### config.mk
export PLATFORM = sky130hd
export DESIGN_NAME = upfadder_pipe
export DESIGN_NICKNAME = d
export VERILOG_FILES = /design/src/rtl/upfadder_pipe.sv
export SDC_FILE = /design/constraint.sdc
export NUM_CORES = 1
export LEC_CHECK = 0
export BUFFER_PORTS_ARGS = -buffer_cell sky130_fd_sc_hd__buf_2
export CAP_MARGIN = 10
export CORE_UTILIZATION = 45
export CTS_CLUSTER_SIZE = 24
export DETAILED_ROUTE_END_ITERATION = 16
export GPL_TIMING_DRIVEN = 0
export PLACE_DENSITY = 0.65
export SYNTH_ARGS = -nofsm -noshare
export SYNTH_HDL_FRONTEND = slang
export SYNTH_SLANG_ARGS = --single-unit
### constraint.sdc
create_clock -name clk_i -period 5.4 [get_ports clk_i]
set_input_delay 1.08 -clock clk_i [delete_from_list [all_inputs] [get_ports clk_i]]
set_output_delay 1.08 -clock clk_i [all_outputs]
set_load 0.1 [all_outputs]
### src/rtl/upfadder_pipe.sv
// Two-stage pipelined approximate adder: lower half built from K-bit blocks
// that a run-time config register enables or zeroes, upper half always exact.
module upfadder_pipe #(
  parameter int N = 32,
  parameter int K = 4,
  parameter logic [((N/2)/K)-1:0] CFG_RESET = '1
) (
  input  logic                   clk_i,
  input  logic                   rst_ni,
  input  logic [((N/2)/K)-1:0]   cfg_i,
  input  logic                   cfg_we_i,
  output logic [((N/2)/K)-1:0]   cfg_o,
  input  logic                   valid_i,
  output logic                   ready_o,
  input  logic [N-1:0]           a_i,
  input  logic [N-1:0]           b_i,
  input  logic                   c_i,
  output logic                   valid_o,
  input  logic                   ready_i,
  output logic [N-1:0]           s_o,
  output logic                   c_o,
  output logic                   exact_o
);

  localparam int H = N / 2;
  localparam int M = H / K;

  logic [M-1:0] cfg_q, cfg_d;

  logic         s1_valid_q, s1_valid_d;
  logic [H-1:0] s1_lo_q, s1_lo_d;
  logic         s1_cin_q, s1_cin_d;
  logic [H-1:0] s1_ahi_q, s1_ahi_d;
  logic [H-1:0] s1_bhi_q, s1_bhi_d;
  logic         s1_exact_q, s1_exact_d;

  logic         valid_q, valid_d;
  logic [N-1:0] s_q, s_d;
  logic         c_q, c_d;
  logic         exact_q, exact_d;

  logic         s2_adv;
  logic         accept;
  logic [H-1:0] lo_sum;
  logic         lo_carry;
  logic [K:0]   blk;
  logic [H:0]   hi_sum;

  assign s2_adv  = !valid_q || ready_i;
  assign ready_o = !s1_valid_q || s2_adv;
  assign accept  = valid_i && ready_o;

  assign cfg_o   = cfg_q;
  assign valid_o = valid_q;
  assign s_o     = s_q;
  assign c_o     = c_q;
  assign exact_o = exact_q;

  // A disabled block outputs zero and also kills the carry into the next block.
  always_comb begin
    lo_sum   = '0;
    lo_carry = c_i;
    blk      = '0;
    for (int unsigned j = 0; j < M; j++) begin
      if (cfg_q[j]) begin
        blk = {1'b0, a_i[K*j +: K]} + {1'b0, b_i[K*j +: K]} + {{K{1'b0}}, lo_carry};
        lo_sum[K*j +: K] = blk[K-1:0];
        lo_carry         = blk[K];
      end else begin
        lo_carry = 1'b0;
      end
    end
  end

  assign hi_sum = {1'b0, s1_ahi_q} + {1'b0, s1_bhi_q} + {{H{1'b0}}, s1_cin_q};

  always_comb begin
    cfg_d      = cfg_we_i ? cfg_i : cfg_q;

    s1_valid_d = s1_valid_q;
    s1_lo_d    = s1_lo_q;
    s1_cin_d   = s1_cin_q;
    s1_ahi_d   = s1_ahi_q;
    s1_bhi_d   = s1_bhi_q;
    s1_exact_d = s1_exact_q;
    if (ready_o) begin
      s1_valid_d = valid_i;
      if (accept) begin
        s1_lo_d    = lo_sum;
        s1_cin_d   = lo_carry;
        s1_ahi_d   = a_i[N-1:H];
        s1_bhi_d   = b_i[N-1:H];
        s1_exact_d = &cfg_q;
      end
    end

    valid_d = valid_q;
    s_d     = s_q;
    c_d     = c_q;
    exact_d = exact_q;
    if (s2_adv) begin
      valid_d = s1_valid_q;
      if (s1_valid_q) begin
        s_d     = {hi_sum[H-1:0], s1_lo_q};
        c_d     = hi_sum[H];
        exact_d = s1_exact_q;
      end
    end
  end

  always_ff @(posedge clk_i or negedge rst_ni) begin
    if (!rst_ni) begin
      cfg_q      <= CFG_RESET;
      s1_valid_q <= 1'b0;
      s1_lo_q    <= '0;
      s1_cin_q   <= 1'b0;
      s1_ahi_q   <= '0;
      s1_bhi_q   <= '0;
      s1_exact_q <= 1'b0;
      valid_q    <= 1'b0;
      s_q        <= '0;
      c_q        <= 1'b0;
      exact_q    <= 1'b0;
    end else begin
      cfg_q      <= cfg_d;
      s1_valid_q <= s1_valid_d;
      s1_lo_q    <= s1_lo_d;
      s1_cin_q   <= s1_cin_d;
      s1_ahi_q   <= s1_ahi_d;
      s1_bhi_q   <= s1_bhi_d;
      s1_exact_q <= s1_exact_d;
      valid_q    <= valid_d;
      s_q        <= s_d;
      c_q        <= c_d;
      exact_q    <= exact_d;
    end
  end

endmodule

==> summary by stage, run 1 <==
Clocking
TritonCTS built the clock tree. The TritonCTS buffer count is 9. The total clock sinks is 90. The maximum level of the CTS H-tree is 3. The clock input transition at the sequential cells of the worst setup and hold paths is 90 ps. The number of setup buffers added after CTS is 0. The clock latency at the later pin of the worst-skew pair is 360 ps. In this run the deepest clock path goes through 2 buffers. CTS placed an instance of clkbuf_8 at the clock tree root.

Yosys
The largest area contributor in the synthesized netlist is dfrtp_1. The cell area after technology mapping is 4650 µm². The synthesized area divided by synthesized cell count is 10.3 µm². The number of instances in the synthesized netlist is 451. The synthesized netlist net count is 562. Counting distinct cell types in the post-synthesis netlist gives 42. After synthesis, flip-flops and latches occupy 48.5% of the total area. By area the synthesized netlist is led by dfrtp_1 (46%), mux2_2 (8.7%), nand2_1 (8.6%), ha_1 (7.3%), fa_1 (4.3%). The Yosys warning count is 0. The flip-flop and latch count after synthesis is 90. The share of synthesized area in the top cell type comes to 46.3%.

GRT
The largest net degree at the start of global routing is 65. The wire length of the first global-routing pass is 16800 µm. For this run the aggregate overflow at the end of global routing stands at 0. The number of antenna violations at the first check in global routing is 1. The via count of the first global-routing pass is 3607. The global-route total usage across every layer is 19.7%.

Timing
For this run, the top clock speed supported by timing is 0.200 GHz. The post-route clock period utilization is 92.6%. The number of max-slew violations in the final report is 0. The worst-margin pin slew is 653 ps. The relative slew slack is 56.5%.

The number of setup violations in the final report is 0. For the final routed database, the setup TNS stands at 0 ps. The worst-case clock skew is 9.05 ps. The final worst hold slack is 476 ps.

The final critical path time including I/O delays and setup is 5000 ps. Setup repair after global routing left no endpoint under its margin. The number of hold violations in the final report came to 0.

Detailed routing
The count of nets left with antenna violations once routing finished came out at 0. After detailed routing, the number of vias per cell comes to 4.94. Wire segments on met2 add up to 4770 µm in the final route. The final wirelength is 9940 µm. Wire segments on met3 add up to 581 µm in the final route. The DRC violation total after the first TritonRoute iteration is 93. The number of iterations in the first detailed-routing pass is 4. The uppermost metal layer occupied by signal nets is met4. The routed layout has 3530 vias. After detailed routing, the average wire length per cell comes to 13.9 µm.

In the final routing, the length of wire on met1 measures 4430 µm. After detailed routing, the number of remaining DRC violations is 0.

Job
The reported max-cap violation count is 0.

Worst setup path
The required time of the critical path is 5640 ps. The beginning of the worst register-to-register path is cfg_o[0]. The worst setup path is captured at a flop. The data arrival time of the critical path is 5240 ps.

The worst setup path is launched from an input port. The register-to-register setup slack is 1500 ps. The endpoint of the worst register-to-register path is s1_lo_q[13]. The maximum fanout along the worst path is 2. The critical path is of the input port to flop type. Counting cells, the worst reg-to-reg path comes to 17.

Power and ir drop
The power density relative to cell area is 470 nW/µm². The worst-case IR drop observed on VDD is 0.377 mV. The completed layout was analyzed and its total power is 2.64 mW. The leakage dissipation is 2.81 nW.

Status
The flow ran to the end, and the final reports show no timing, DRC or antenna violations.

Floorplan
The initial standard-cell utilization of the core is 46.9%. The floorplan step defined a die boundary enclosing 10700 µm². The die is 104 µm tall.

The floorplan step set the die width to 104 µm. The total area inside the core boundary comes to 9910 µm². The floorplan has 36 rows. For this design the top-level I/O count stands at 114.

Hold path
The launch point of the worst hold path is s_o[17]. The number of cells on the worst hold path is 2. The worst min-delay path endpoint is s_o[17]. In this run the worst hold path is classified as flop to flop.

Place
The number of instances in the placed design is 698. After legalization and detailed placement, the total HPWL measured 7660 µm. The final RePlAce weighted congestion is 0.817. Summing all placed instances gives a cell area of 5410 µm². The count of buffers added on input and output ports is 113.

Cells and area
The final design area excluding fillers is 5620 µm². The post-layout instance count excluding filler cells is 715. At the end of the flow, the number of nets in the layout was 687. From synthesis to final layout, the design area changed by 20.9%. The post-route netlist has 30.3% of its cells at a drive strength greater than 1.
==> layout make-up <==
type	instances	area (µm²)
Timing Repair Buffer	114	596
Tap cell	133	166
Buffer	15	60.1
Sequential cell	90	2260
Inverter	19	71.3
Clock buffer	11	141
Antenna cell	1	2.50
Clock inverter	5	62.6
Fill cell	927	4290
Multi-Input combinational cell	327	2260
==> cell usage after synthesis (all sizes together) <==
master / count
nand2: 106
dfrtp: 86
o21ai: 39
mux2: 36
ha: 27
a21oi: 21
inv: 19
clkbuf: 10
fa: 10
xnor2: 10
nand2b: 9
nand3: 9
a21o: 8
xor2: 6
buf: 5
nor2: 5
nor2b: 5
dfstp: 4
nor3: 4
o211ai: 4
o21a: 4
a31oi: 2
and3: 2
nand4: 2
nand4b: 2
nor3b: 2
o2111ai: 2
o31ai: 2
a211o: 1
a21boi: 1
a221o: 1
and2: 1
nand3b: 1
nor4b: 1
o21bai: 1
o311ai: 1
or3: 1
or4: 1
==> kinds of logic after synthesis <==
kind of cell / after synthesis / share of synthesized area, %
AOI/OAI and AO/OA: 87 / 11.0
xor gates and xnor gates: 16 / 3.01
adders and majority gates: 37 / 11.6
buffers and inverters: 34 / 2.83
DFF: 90 / 48.5
muxes: 36 / 8.72
and+or+nand+nor: 151 / 14.3
==> what timing repair did <==
action | in CTS | in global routing
endpoints found under the setup margin | 0 | 2
hold buffers | 0 | 0
gates resized for setup | 0 | 3
hold endpoints to repair | 0 | 0
==> through the flow <==
step	worst slack, ps	util (%)
detailed placement	-205	54.6
CTS	178	56.7
global placement	-167	54.3
floorplan	263	-
finish	400	56.7
global route	71.3	56.7
==> critical path, stage by stage <==
cell and delay [ps]:
buf_2 110, fa_1 430, inv_1 80, fa_1 200
nor2b_1 50, o21a_1 160, o21ai_0 200, fa_2 260
fa_1 200, nor2b_1 50, o21a_1 160, o21ai_1 160
fa_1 190, inv_1 60, fa_1 400, a21oi_1 170
nor2b_1 60, o21ai_1 170, fa_1 190, inv_1 60
fa_1 390, a21o_1 190, a21oi_1 130, o21ai_0 80
==> worst max-delay path by stage <==
stage | start | to | cells past startpoint
after detailed placement | a_i[0] | s1_cin_q | 24
after global placement | a_i[0] | s1_cin_q | 24
after CTS | a_i[0] | s1_cin_q | 24
after global routing | a_i[0] | s1_cin_q | 24
final | a_i[0] | s1_cin_q | 24
after floorplan | a_i[0] | s1_lo_q[13] | 22
==> placed cells by master (no fill, tap or decap), types with 3 or more instances in the layout <==
cell type / n
mux2_2: 36
inv_1: 19
nor2_1: 5
fa_1: 9
o211ai_1: 4
o21ai_1: 3
a21oi_1: 20
xor2_1: 6
nor2b_1: 5
buf_2: 115
dfstp_2: 4
nand2b_1: 9
o21ai_0: 36
clkbuf_8: 10
ha_1: 27
xnor2_1: 10
a21o_1: 8
nor3_1: 4
nand2_1: 106
o21a_1: 4
clkbuf_1: 11
nand3_1: 9
dfrtp_1: 86
==> where the power goes <==
part	switching [mW]	total [mW]	internal, mW
Combinational	0.975	1.27	0.291
Sequential	0.0845	0.906	0.822
Clock	0.241	0.471	0.230
Total	1.30	2.64	1.34
==> state kept, by name (all words and copies together), names as in the netlist, 4 cells and up <==
signal,cells
s1_bhi_q,16
s1_lo_q,16
s1_ahi_q,16
s_o,32
cfg_o,4
==> metal layers <==
layer,GRT usage (%),up-vias
met1,23.6,1636
met3,5.66,12
li1,-,1786
met5,0,-
met2,34.3,96
met4,5.80,0
Power figures use the tool's default switching activity.
==> run 2, diff against run 1 <==
--- a/config.mk
+++ b/config.mk
@@ -11,6 +11,7 @@
 export CTS_CLUSTER_SIZE = 24
 export DETAILED_ROUTE_END_ITERATION = 16
 export GPL_TIMING_DRIVEN = 0
+export MAX_ROUTING_LAYER = met4
 export PLACE_DENSITY = 0.65
 export SYNTH_ARGS = -nofsm -noshare
 export SYNTH_HDL_FRONTEND = slang
==> run 2 against run 1 <==
Against the previous run:
- non-clock buffer count did not move
- fmax barely moved
- core utilization did not move
==> summary by stage, run 2 (same netlist as run 1, synthesis figures left out) <==
Floorplan
The die area is 10700 µm² (unchanged). The initial standard-cell utilization of the core came to 46.9% (unchanged). The horizontal die dimension is 104 µm (unchanged). The vertical die dimension is 104 µm (unchanged). The standard cell core area came to 9910 µm² (unchanged). The row count is 36 (unchanged).

The count of boundary I/O pins came to 114 (unchanged).

Clocking
The maximum root-to-sink buffer count is 2 (unchanged). The buffer type at the clock tree root is clkbuf_8 (unchanged). The clock tree from TritonCTS is built (unchanged). The maximum level of the CTS H-tree is 3 (unchanged). The clock latency at the later pin of the worst-skew pair is 350 ps (was 360 ps). The total clock sinks was 90 (unchanged). The TritonCTS buffer count is 9 (unchanged). The number of hold-repair buffers added at the cts stage is 0 (unchanged).

The clock input transition at the sequential cells of the worst setup and hold paths is 90 ps (about the same). The number of setup buffers added after CTS was 0 (unchanged).

Worst setup path
The stage delay of the slowest cell on the critical path was 430 ps (about the same). The type of origin of the critical path is an input port (unchanged). The kind of end point of the critical path was a flop (unchanged). The buffer and inverter count on the worst path is 4 (unchanged). The beginning of the worst register-to-register path was cfg_o[0] (unchanged).

The cell repeated most along the worst path is fa_1 (unchanged). The required time of the critical path came to 5640 ps (about the same). The maximum fanout along the worst path came to 2 (unchanged). The worst setup path startpoint is a_i[0] (unchanged). The data arrival time of the critical path is 5240 ps (about the same). Cell chain of the critical path: buf_2 > fa_1 > inv_1 > fa_1 > nor2b_1 > o21a_1 > o21ai_0 > fa_2 > fa_1 > nor2b_1 > o21a_1 > o21ai_1 > fa_1 > inv_1 > fa_1 > a21oi_1 > nor2b_1 > o21ai_1 > fa_1 > inv_1 > fa_1 > a21o_1 > a21oi_1 > o21ai_0 (unchanged).

The critical path class is input port to flop (unchanged). The cell class contributing the biggest share of worst-path delay was adder cells (unchanged). The worst-path cell with the longest stage delay is fa_1 (unchanged).

GRT
The number of antenna violations at the first check in global routing came to 1 (unchanged). The remaining global-route overflow is 0 (unchanged). The largest net degree at the start of global routing was 65 (unchanged). The wire length of the first global-routing pass was 16800 µm (about the same). The global-route total usage across every layer was 20.3% (was 19.7%). The via count of the first global-routing pass is 3595 (was 3607).

Hold path
The launch point of the worst hold path is s1_lo_q[2] (was s_o[17]). The worst hold path class is flop to flop (unchanged).

Timing
The worst-margin pin slew came to 648 ps (was 653 ps). RSZ-0062 raised after global routing: no (unchanged). The number of hold violations in the final report is 0 (unchanged).

The relative slew slack is 56.8% (was 56.5%). The final sum of negative setup slack was 0 ps (unchanged). The worst-case clock skew is 7.23 ps (was 9.05 ps). The highest achievable clock rate is 0.200 GHz (about the same). The number of setup violations in the final report is 0 (unchanged). The final critical path time including I/O delays and setup was 5000 ps (about the same). The number of max-slew violations in the final report is 0 (unchanged). The post-route clock period utilization is 92.6% (about the same). The smallest setup slack after layout is 401 ps (was 400 ps).

Detailed routing
The remaining number of nets flagged by the antenna check after routing is 0 (unchanged). The routed via count divided by cell count was 4.95 (was 4.94). The number of iterations in the first detailed-routing pass is 4 (unchanged). The DRC violation total after the first TritonRoute iteration was 110 (was 93). The final wirelength came to 9910 µm (was 9940 µm). The mean routed wirelength per cell came to 13.9 µm (about the same).

The post-route DRC violation count is 0 (unchanged). The via total after detailed routing is 3537 (was 3530).

Place
The final RePlAce weighted congestion is 0.830 (was 0.817). The setup slack at placement is -205 ps (unchanged). The count of buffers inserted at the top-level ports is 113 (unchanged). The total cell area at the placement stage is 5410 µm² (unchanged). The estimated wirelength of the detail-placed design was 7660 µm (unchanged).

Status
Status: complete, no violations (unchanged).

Power and ir drop
The leakage dissipation was 2.81 nW (unchanged). The peak supply drop is 0.376 mV (was 0.377 mV). The power density relative to cell area was 470 nW/µm² (about the same). The total power consumption of the routed design came to 2.64 mW (about the same).

Cells and area
The most common library cell in the layout ignoring fill and taps is buf_2 (unchanged). Leading cell types in the layout, fill and taps excluded: buf_2 (115), nand2_1 (106), dfrtp_1 (86), o21ai_0 (36), mux2_2 (36) (unchanged). The layout overhead on the synthesized area came to 20.9% (unchanged). The flip-flop and latch area is 2260 µm² (unchanged).

The multi-input logic area is 2260 µm² (unchanged). The fill cell instance count of the final layout is 927 (unchanged). The layout net count is 687 (unchanged).

The share of layout cells above drive strength 1 is 30.3% (unchanged). The final core utilization is 56.7% (unchanged). The number of flip-flops in the largest register was 32 (unchanged).

The final design area excluding fillers is 5620 µm² (unchanged).

Job
The reported max-cap violation count came to 0 (unchanged).
run 2: cell counts in the layout (fill, tap and decap cells not counted):
No cell type changed its count.
run 2: repair_timing:
item,in CTS,in global routing
resized for setup,0,3
endpoints found under the setup margin,0,2
endpoints found under the hold margin,0,0
run 2: area by class of cell:
type | instances | area share, %
Timing Repair Buffer | 114 | 10.6
Clock inverter | 5 | 1.11
Buffer | 15 | 1.07
Inverter | 19 | 1.27
Antenna cell | 1 | 0.0445
Multi-Input combinational cell | 327 | 40.3
Clock buffer | 11 | 2.52
Tap cell | 133 | 2.96
Sequential cell | 90 | 40.2
run 2: worst register-to-register path, cell delays in order (launching register included):
cell and delay (ps):
dfstp_2 610, o21ai_0 140, fa_2 370, fa_1 410, nor2b_1 120, o21a_1 110, o21ai_1 70, fa_1 370
inv_1 90, fa_1 210, a21oi_1 80, nor2b_1 110, o21ai_1 90, fa_1 360, inv_1 90, fa_1 410
nand2_1 60, o21ai_0 60
run 2: power by group:
part	switching (mW)	total, mW	internal [mW]
combinational	0.975	1.27	0.291
clock	0.240	0.470	0.230
sequential	0.0838	0.905	0.822
run 2: stage by stage:
step	std cells	hold slack [ps]
global placement	697	446
global route	715	489
CTS	714	479
detailed placement	698	456
floorplan	451	439
finish	715	474
run 2: metal layers:
layer / track usage, % / share of wire, % / vias to the layer above
met3: 5.10 / 5.4 / 12
met5: - / 0 / -
li1: - / - / 1788
met2: 34.3 / 48 / 92
met1: 24.1 / 45 / 1645
met4: 5.80 / 1.6 / 0
run 2: path summary, 6_finish.rpt:
| path | to | depth (start not counted) | slack, ps |
|---|---|---|---|
| worst max-delay path | s1_cin_q | 24 | 400 |
| worst min-delay path | s_o[2] | 2 | 470 |
| worst max register to register | s1_lo_q[13] | 17 | 1500 |
| worst min register to register | s_o[2] | 2 | 470 |
| max in group asynchronous | valid_o | 2 | 4150 |
| min in group asynchronous | s1_bhi_q[4] | 1 | 630 |
